File: config.mk
export PLATFORM = sky130hd
export DESIGN_NAME = cache_way_controller_flat
export DESIGN_NICKNAME = d
export VERILOG_FILES = /design/src/rtl/cache_way_if.sv /design/src/rtl/cache_way_controller.sv /design/src/flat_wrapper.sv
export SDC_FILE = /design/constraint.sdc
export NUM_CORES = 1
export LEC_CHECK = 0
export ABC_CLOCK_PERIOD_IN_PS = 10100
export BUFFER_PORTS_ARGS = -buffer_cell sky130_fd_sc_hd__buf_2
export CAP_MARGIN = 20
export CORE_MARGIN = 3
export CORE_UTILIZATION = 66
export CTS_BUF_LIST = sky130_fd_sc_hd__clkbuf_4 sky130_fd_sc_hd__clkbuf_8 sky130_fd_sc_hd__clkbuf_16
export DETAILED_ROUTE_END_ITERATION = 8
export GPL_TIMING_DRIVEN = 1
export PLACE_DENSITY = 0.85
export SETUP_SLACK_MARGIN = 0.2
export SKIP_CTS_REPAIR_TIMING = 1
export SLEW_MARGIN = 5
export SYNTH_ARGS = -nofsm -noshare
export SYNTH_HDL_FRONTEND = slang
export SYNTH_SLANG_ARGS = --single-unit
File: constraint.sdc
create_clock -name clk -period 10.1 [get_ports clk]
set_input_delay 3.03 -clock clk [delete_from_list [all_inputs] [get_ports clk]]
set_output_delay 3.03 -clock clk [all_outputs]
set_load 0.01 [all_outputs]
File: src/rtl/cache_way_if.sv
// CPU-side and memory-side signal bundle for the 2-way cache controller.
// master = CPU/memory environment, slave = the controller.
interface cache_way_if #(
  parameter int INDEX_BITS = 4,
  parameter int ADDR_WIDTH = 32
);
  // Memory handshake: mem_req stays high until a one-cycle mem_ack,
  // and mem_rdata is valid in the mem_ack cycle.
  logic                  cpu_req;
  logic [ADDR_WIDTH-1:0] cpu_addr;
  logic                  flush;
  logic                  cpu_ready;
  logic                  cpu_busy;
  logic                  hit1;
  logic [INDEX_BITS-1:0] set_index;
  logic                  we_way0;
  logic                  we_way1;
  logic [31:0]           fill_data;
  logic                  mem_req;
  logic [ADDR_WIDTH-1:0] mem_addr;
  logic                  mem_ack;
  logic [31:0]           mem_rdata;

  modport master (
    output cpu_req, cpu_addr, flush, mem_ack, mem_rdata,
    input  cpu_ready, cpu_busy, hit1, set_index, we_way0, we_way1,
           fill_data, mem_req, mem_addr
  );

  modport slave (
    input  cpu_req, cpu_addr, flush, mem_ack, mem_rdata,
    output cpu_ready, cpu_busy, hit1, set_index, we_way0, we_way1,
           fill_data, mem_req, mem_addr
  );
endinterface

File: src/rtl/cache_way_controller.sv
// Tag/valid/LRU owner and sequencer for a 2-way set-associative cache with
// single-word refill over a req/ack memory handshake.
module cache_way_controller #(
  parameter int INDEX_BITS = 4,
  parameter int ADDR_WIDTH = 32
) (
  input  logic       clk,
  input  logic       rst,
  cache_way_if.slave bus,
  output logic [1:0] dbg_state_o
);
  localparam int SETS     = 1 << INDEX_BITS;
  localparam int TAG_BITS = ADDR_WIDTH - INDEX_BITS - 2;

  typedef enum logic [1:0] {IDLE, COMPARE, REFILL, WRITE} state_e;

  state_e                state_q, state_d;
  logic [ADDR_WIDTH-1:0] addr_q;
  logic                  victim_q;
  logic                  hit1_q;
  logic [31:0]           fill_q;
  logic [SETS-1:0]       valid0_q, valid1_q, lru_q;
  logic [TAG_BITS-1:0]   tag0_q [SETS];
  logic [TAG_BITS-1:0]   tag1_q [SETS];

  logic [INDEX_BITS-1:0] idx;
  logic [TAG_BITS-1:0]   tag;
  logic                  hit_w0, hit_w1, any_hit, victim_d;
  logic                  cpu_ready, hit1, we0, we1, mem_req;

  assign idx     = addr_q[INDEX_BITS+1:2];
  assign tag     = addr_q[ADDR_WIDTH-1:INDEX_BITS+2];
  assign hit_w0  = valid0_q[idx] && (tag0_q[idx] == tag);
  assign hit_w1  = valid1_q[idx] && (tag1_q[idx] == tag);
  assign any_hit = hit_w0 || hit_w1;
  // Fill empty ways first (way0 before way1); only then evict the LRU way.
  assign victim_d = !valid0_q[idx] ? 1'b0 :
                    !valid1_q[idx] ? 1'b1 : lru_q[idx];

  always_comb begin
    state_d   = state_q;
    cpu_ready = 1'b0;
    hit1      = hit1_q;
    we0       = 1'b0;
    we1       = 1'b0;
    mem_req   = 1'b0;
    case (state_q)
      IDLE: begin
        if (!bus.flush && bus.cpu_req) state_d = COMPARE;
      end
      COMPARE: begin
        if (any_hit) begin
          cpu_ready = 1'b1;
          hit1      = !hit_w0;
          state_d   = IDLE;
        end else begin
          state_d = REFILL;
        end
      end
      REFILL: begin
        mem_req = 1'b1;
        if (bus.mem_ack) state_d = WRITE;
      end
      WRITE: begin
        we0     = !victim_q;
        we1     = victim_q;
        state_d = COMPARE;
      end
      default: state_d = IDLE;
    endcase
  end

  always_ff @(posedge clk or posedge rst) begin
    if (rst) begin
      state_q  <= IDLE;
      addr_q   <= '0;
      victim_q <= 1'b0;
      hit1_q   <= 1'b0;
      fill_q   <= '0;
      valid0_q <= '0;
      valid1_q <= '0;
      lru_q    <= '0;
    end else begin
      state_q <= state_d;
      case (state_q)
        IDLE: begin
          if (bus.flush) begin
            valid0_q <= '0;
            valid1_q <= '0;
            lru_q    <= '0;
          end else if (bus.cpu_req) begin
            addr_q <= bus.cpu_addr;
          end
        end
        COMPARE: begin
          if (any_hit) begin
            hit1_q     <= !hit_w0;
            lru_q[idx] <= hit_w0;  // the way not hit becomes LRU
          end else begin
            victim_q <= victim_d;
          end
        end
        REFILL: begin
          if (bus.mem_ack) fill_q <= bus.mem_rdata;
        end
        WRITE: begin
          if (victim_q) valid1_q[idx] <= 1'b1;
          else          valid0_q[idx] <= 1'b1;
        end
        default: ;
      endcase
    end
  end

  // Tags need no reset: they are only trusted when the matching valid bit is set.
  always_ff @(posedge clk) begin
    if (state_q == WRITE) begin
      if (victim_q) tag1_q[idx] <= tag;
      else          tag0_q[idx] <= tag;
    end
  end

  assign bus.cpu_ready = cpu_ready;
  assign bus.cpu_busy  = (state_q != IDLE);
  assign bus.hit1      = hit1;
  assign bus.set_index = idx;
  assign bus.we_way0   = we0;
  assign bus.we_way1   = we1;
  assign bus.fill_data = fill_q;
  assign bus.mem_req   = mem_req;
  assign bus.mem_addr  = {addr_q[ADDR_WIDTH-1:2], 2'b00};
  assign dbg_state_o   = state_q;
endmodule
File: src/flat_wrapper.sv
// flat-port wrapper written by rule: the top's interface ports become plain ports
module cache_way_controller_flat 
#(
  parameter int INDEX_BITS = 4,
  parameter int ADDR_WIDTH = 32
)
  (clk, rst, dbg_state_o, bus_cpu_req, bus_cpu_addr, bus_flush, bus_mem_ack, bus_mem_rdata, bus_cpu_ready, bus_cpu_busy, bus_hit1, bus_set_index, bus_we_way0, bus_we_way1, bus_fill_data, bus_mem_req, bus_mem_addr);
  cache_way_if #(.INDEX_BITS(INDEX_BITS), .ADDR_WIDTH(ADDR_WIDTH)) bus_i ();
  input  logic clk;
  input  logic rst;
  output logic [1:0] dbg_state_o;
  input wire logic [$bits(bus_i.cpu_req)-1:0] bus_cpu_req;
  input wire logic [$bits(bus_i.cpu_addr)-1:0] bus_cpu_addr;
  input wire logic [$bits(bus_i.flush)-1:0] bus_flush;
  input wire logic [$bits(bus_i.mem_ack)-1:0] bus_mem_ack;
  input wire logic [$bits(bus_i.mem_rdata)-1:0] bus_mem_rdata;
  output wire logic [$bits(bus_i.cpu_ready)-1:0] bus_cpu_ready;
  output wire logic [$bits(bus_i.cpu_busy)-1:0] bus_cpu_busy;
  output wire logic [$bits(bus_i.hit1)-1:0] bus_hit1;
  output wire logic [$bits(bus_i.set_index)-1:0] bus_set_index;
  output wire logic [$bits(bus_i.we_way0)-1:0] bus_we_way0;
  output wire logic [$bits(bus_i.we_way1)-1:0] bus_we_way1;
  output wire logic [$bits(bus_i.fill_data)-1:0] bus_fill_data;
  output wire logic [$bits(bus_i.mem_req)-1:0] bus_mem_req;
  output wire logic [$bits(bus_i.mem_addr)-1:0] bus_mem_addr;
  assign bus_i.cpu_req = bus_cpu_req;
  assign bus_i.cpu_addr = bus_cpu_addr;
  assign bus_i.flush = bus_flush;
  assign bus_i.mem_ack = bus_mem_ack;
  assign bus_i.mem_rdata = bus_mem_rdata;
  assign bus_cpu_ready = bus_i.cpu_ready;
  assign bus_cpu_busy = bus_i.cpu_busy;
  assign bus_hit1 = bus_i.hit1;
  assign bus_set_index = bus_i.set_index;
  assign bus_we_way0 = bus_i.we_way0;
  assign bus_we_way1 = bus_i.we_way1;
  assign bus_fill_data = bus_i.fill_data;
  assign bus_mem_req = bus_i.mem_req;
  assign bus_mem_addr = bus_i.mem_addr;
  cache_way_controller #(.INDEX_BITS(INDEX_BITS), .ADDR_WIDTH(ADDR_WIDTH)) u_core (.clk(clk), .rst(rst), .bus(bus_i), .dbg_state_o(dbg_state_o));
endmodule
==> out/results.txt <==
status - finished, violations left
violated checks - design-rule violations
min cycle time layout - 8.19 ns
DR pass1 iterations - 9
cell types with the highest counts after synthesis - edfxtp_1, mux4_2, dfrtp_1
Max-Cap Viols - 0
Comb power frac - 0.351
synthesized cell area - 0.0379 mm^2
crit-path cells - buf_4, nor2b_1, a22oi_1, o21ai_0, o211ai_1, or4b_1, a211oi_1, nand3_1, a21oi_1, buf_2
final-report max-slew violation count - 0
Post-Route Utilization - 0.756
CP bufs+invs - 2
clk_lat worst skew - 0.64 ns
power per cell area - 311 mW/mm^2
Pleak - 14.6 nW
Post-synth EDFFs - 832
busiest grt layer - met2
height of the die - 246 um
num ports - 145
Layout Nets - 2228
Tcrit/Tclk final - 0.810
gr ovfl total - 0
Worst Path Arrival - 5.16 ns
Worst Skew - 0.0227 ns
main area contributors after synthesis - edfxtp_1, mux4_2, dfrtp_1
max incr delay on CP - 0.78 ns
FMAX - 0.122 GHz
final hold viol count - 0
syn_area_per_cell - 19.3 um^2
worst endpoint required time - 7.07 ns
die area - 0.0604 mm^2
ANT nets after route - 0
Area Growth Syn to Fin - 12.8%
Die Wd - 246 um
Design Power - 0.0133 W
Net Sw Frac - 0.350
Worst-Margin Slew - 1.14 ns
Internal Power - 0.00864 W
DRT iter0 DRCs - 3929
Max VDD drop - 358 uV
post-synth cell types - 69
number of global-route vias before repair - 21800
Starting Density - 0.670
Clock Power Share - 0.250
via count - 21800
Multi-input gate area - 0.00946 mm^2
fillers - 2863
DP Area - 0.0396 mm^2
initial antenna violation count - 2
setup TNS - 0 ns
critical path endpoint category - output port
Setup Crit Path Kind - reg2out
PortBufs - 140
GRT Overall Usage - 0.343
CTS buffer count - 86
CTS root buffer - clkbuf_16
Seq cells post-synth - 946
Hold WC Path Type - reg2reg
first-pass GRT wire length - 148000 um
Detail Placement HPWL - 54700 um
core area - 0.0566 mm^2
Mapped Cells - 1961
routed wire length - 103000 um
CTS tree - done
asr flop ratio synth - 0.121
GR met3 Demand/Resource - 0.0832
clock slew at reported path FFs - 0.07 ns
Clock Sink Count - 946
register-to-register setup slack - 5.20 ns
CP Max Fanout - 44
top-area cell type share of the netlist area - 0.659
synth warn - 0
Storage cell area - 0.0278 mm^2
crit start category - register
CTS Buffer Depth - 3
cells on worst reg2reg path - 10
vias per inst - 7.32
GRT met1 Usage - 0.468
RSZ-0062 raised after global routing - no
sequential area share after synthesis - 0.734
CP Depth - 10
Max-Slew Margin vs Limit - 0.237
top_reg_cell synth - edfxtp_1
final setup vio count - 0
Synth area leader - edfxtp_1
Top delay family on crit path - simple AND/OR/NAND/NOR gates
Hold Crit Depth - 2
largest net degree at the start of global routing - 126
Net Sw Power - 0.00465 W
post-route cell area - 0.0428 mm^2
most common cell in the netlist - edfxtp_1
Slowest-stage cell, CP - nor2b_1
Avg WL per Cell - 34.4 um
GR Util met2 - 0.532
sequential share of power - 0.400
Placer Congestion - 0.944
share of layout cells above drive strength 1 - 0.313
Remaining DRCs - 12
row count - 87
H-tree depth - 3
-- flip-flops by register name (all words and copies together) (netlist names) --
name and count:
u_core.addr_q 30, u_core.bus.fill_data 32, u_core.dbg_state_o 2, u_core.hit1_q 1
u_core.lru_q 16, u_core.tag0_q 416, u_core.tag1_q 416, u_core.valid0_q 16
u_core.valid1_q 16, u_core.victim_q 1
-- final timing paths --
| path | from | endpoint |
|---|---|---|
| min reg2reg | u_core.valid1_q[10] | u_core.valid1_q[10] |
| max | u_core.addr_q[2] | bus_hit1 |
| min in group asynchronous | rst | u_core.bus.fill_data[0] |
| max reg2reg | u_core.addr_q[2] | u_core.lru_q[3] |
| max in group asynchronous | rst | u_core.addr_q[2] |
| min | u_core.valid1_q[10] | u_core.valid1_q[10] |
-- power groups by stage --
stage               registers, W  logic (W)  clock network, W
floorplan                0.00557    0.00269                 0
global placement         0.00536    0.00421                 0
detailed placement       0.00540    0.00434                 0
CTS                      0.00533    0.00447           0.00332
global route             0.00533    0.00484           0.00346
finish                   0.00531    0.00466           0.00332
-- layout by cell type (no fill, tap or decap), types with 22 or more instances in the layout --
cell type / n
nand2_1: 77
mux4_2: 202
a21oi_1: 35
buf_4: 59
buf_2: 140
edfxtp_1: 832
a22oi_1: 34
a31oi_1: 22
inv_1: 40
xnor2_1: 36
dfrtp_1: 111
clkbuf_4: 30
clkbuf_16: 90
nor2_1: 63
mux2_2: 70
mux2i_1: 84
o21ai_0: 23
o22ai_1: 26
-- layer usage --
| layer | up-vias | part of all wire | wire length, um |
|---|---|---|---|
| met2 | 2104 | 0.48 | 49000 |
| met4 | 2 | 0.051 | 5230 |
| met1 | 11000 | 0.34 | 34800 |
| met3 | 378 | 0.13 | 13700 |
| met5 | - | 0.00013 | 13 |
| li1 | 8307 | - | - |
-- metrics by stage --
step	worst slack (ns)	hold WS (ns)	std cells
2_1_floorplan	4.05	0.457	1962
3_3_place_gp	2.73	0.471	2808
3_5_place_dp	2.73	0.479	2809
4_1_cts	1.93	0.496	2968
5_1_grt	1.76	0.511	2981
6_report	1.91	0.496	2982
-- tightest hold or removal path, stage by stage, from the launching register on --
cell     delay [ns]
dfrtp_1        0.34
a21oi_1        0.05
nor2_1         0.07
-- kinds of logic (layout without fill, tap and decap cells) --
group,count (synthesis),count (layout),synth area share
buffers and inverters,155,418,0.0216
AND/OR/NAND/NOR,224,224,0.0257
XOR/XNOR,44,44,0.0102
multiplexers,356,356,0.163
AO/OA/AOI/OAI,230,230,0.0435
adder cells (fa/ha/maj),5,5,0.00165
other,1,3,0.0000989
flip-flops,946,946,0.734
-- area by class of cell --
cell class | instances | share of cell area
repair buffers | 215 | 0.0352
multi-input cells | 861 | 0.221
well taps | 756 | 0.0221
clock buffers | 123 | 0.0589
clock inverters | 36 | 0.00796
flip-flops and latches | 946 | 0.651
diodes | 1 | 0.0000585
inverters | 44 | 0.00392
No activity file was read; power rests on OpenSTA's default activity.
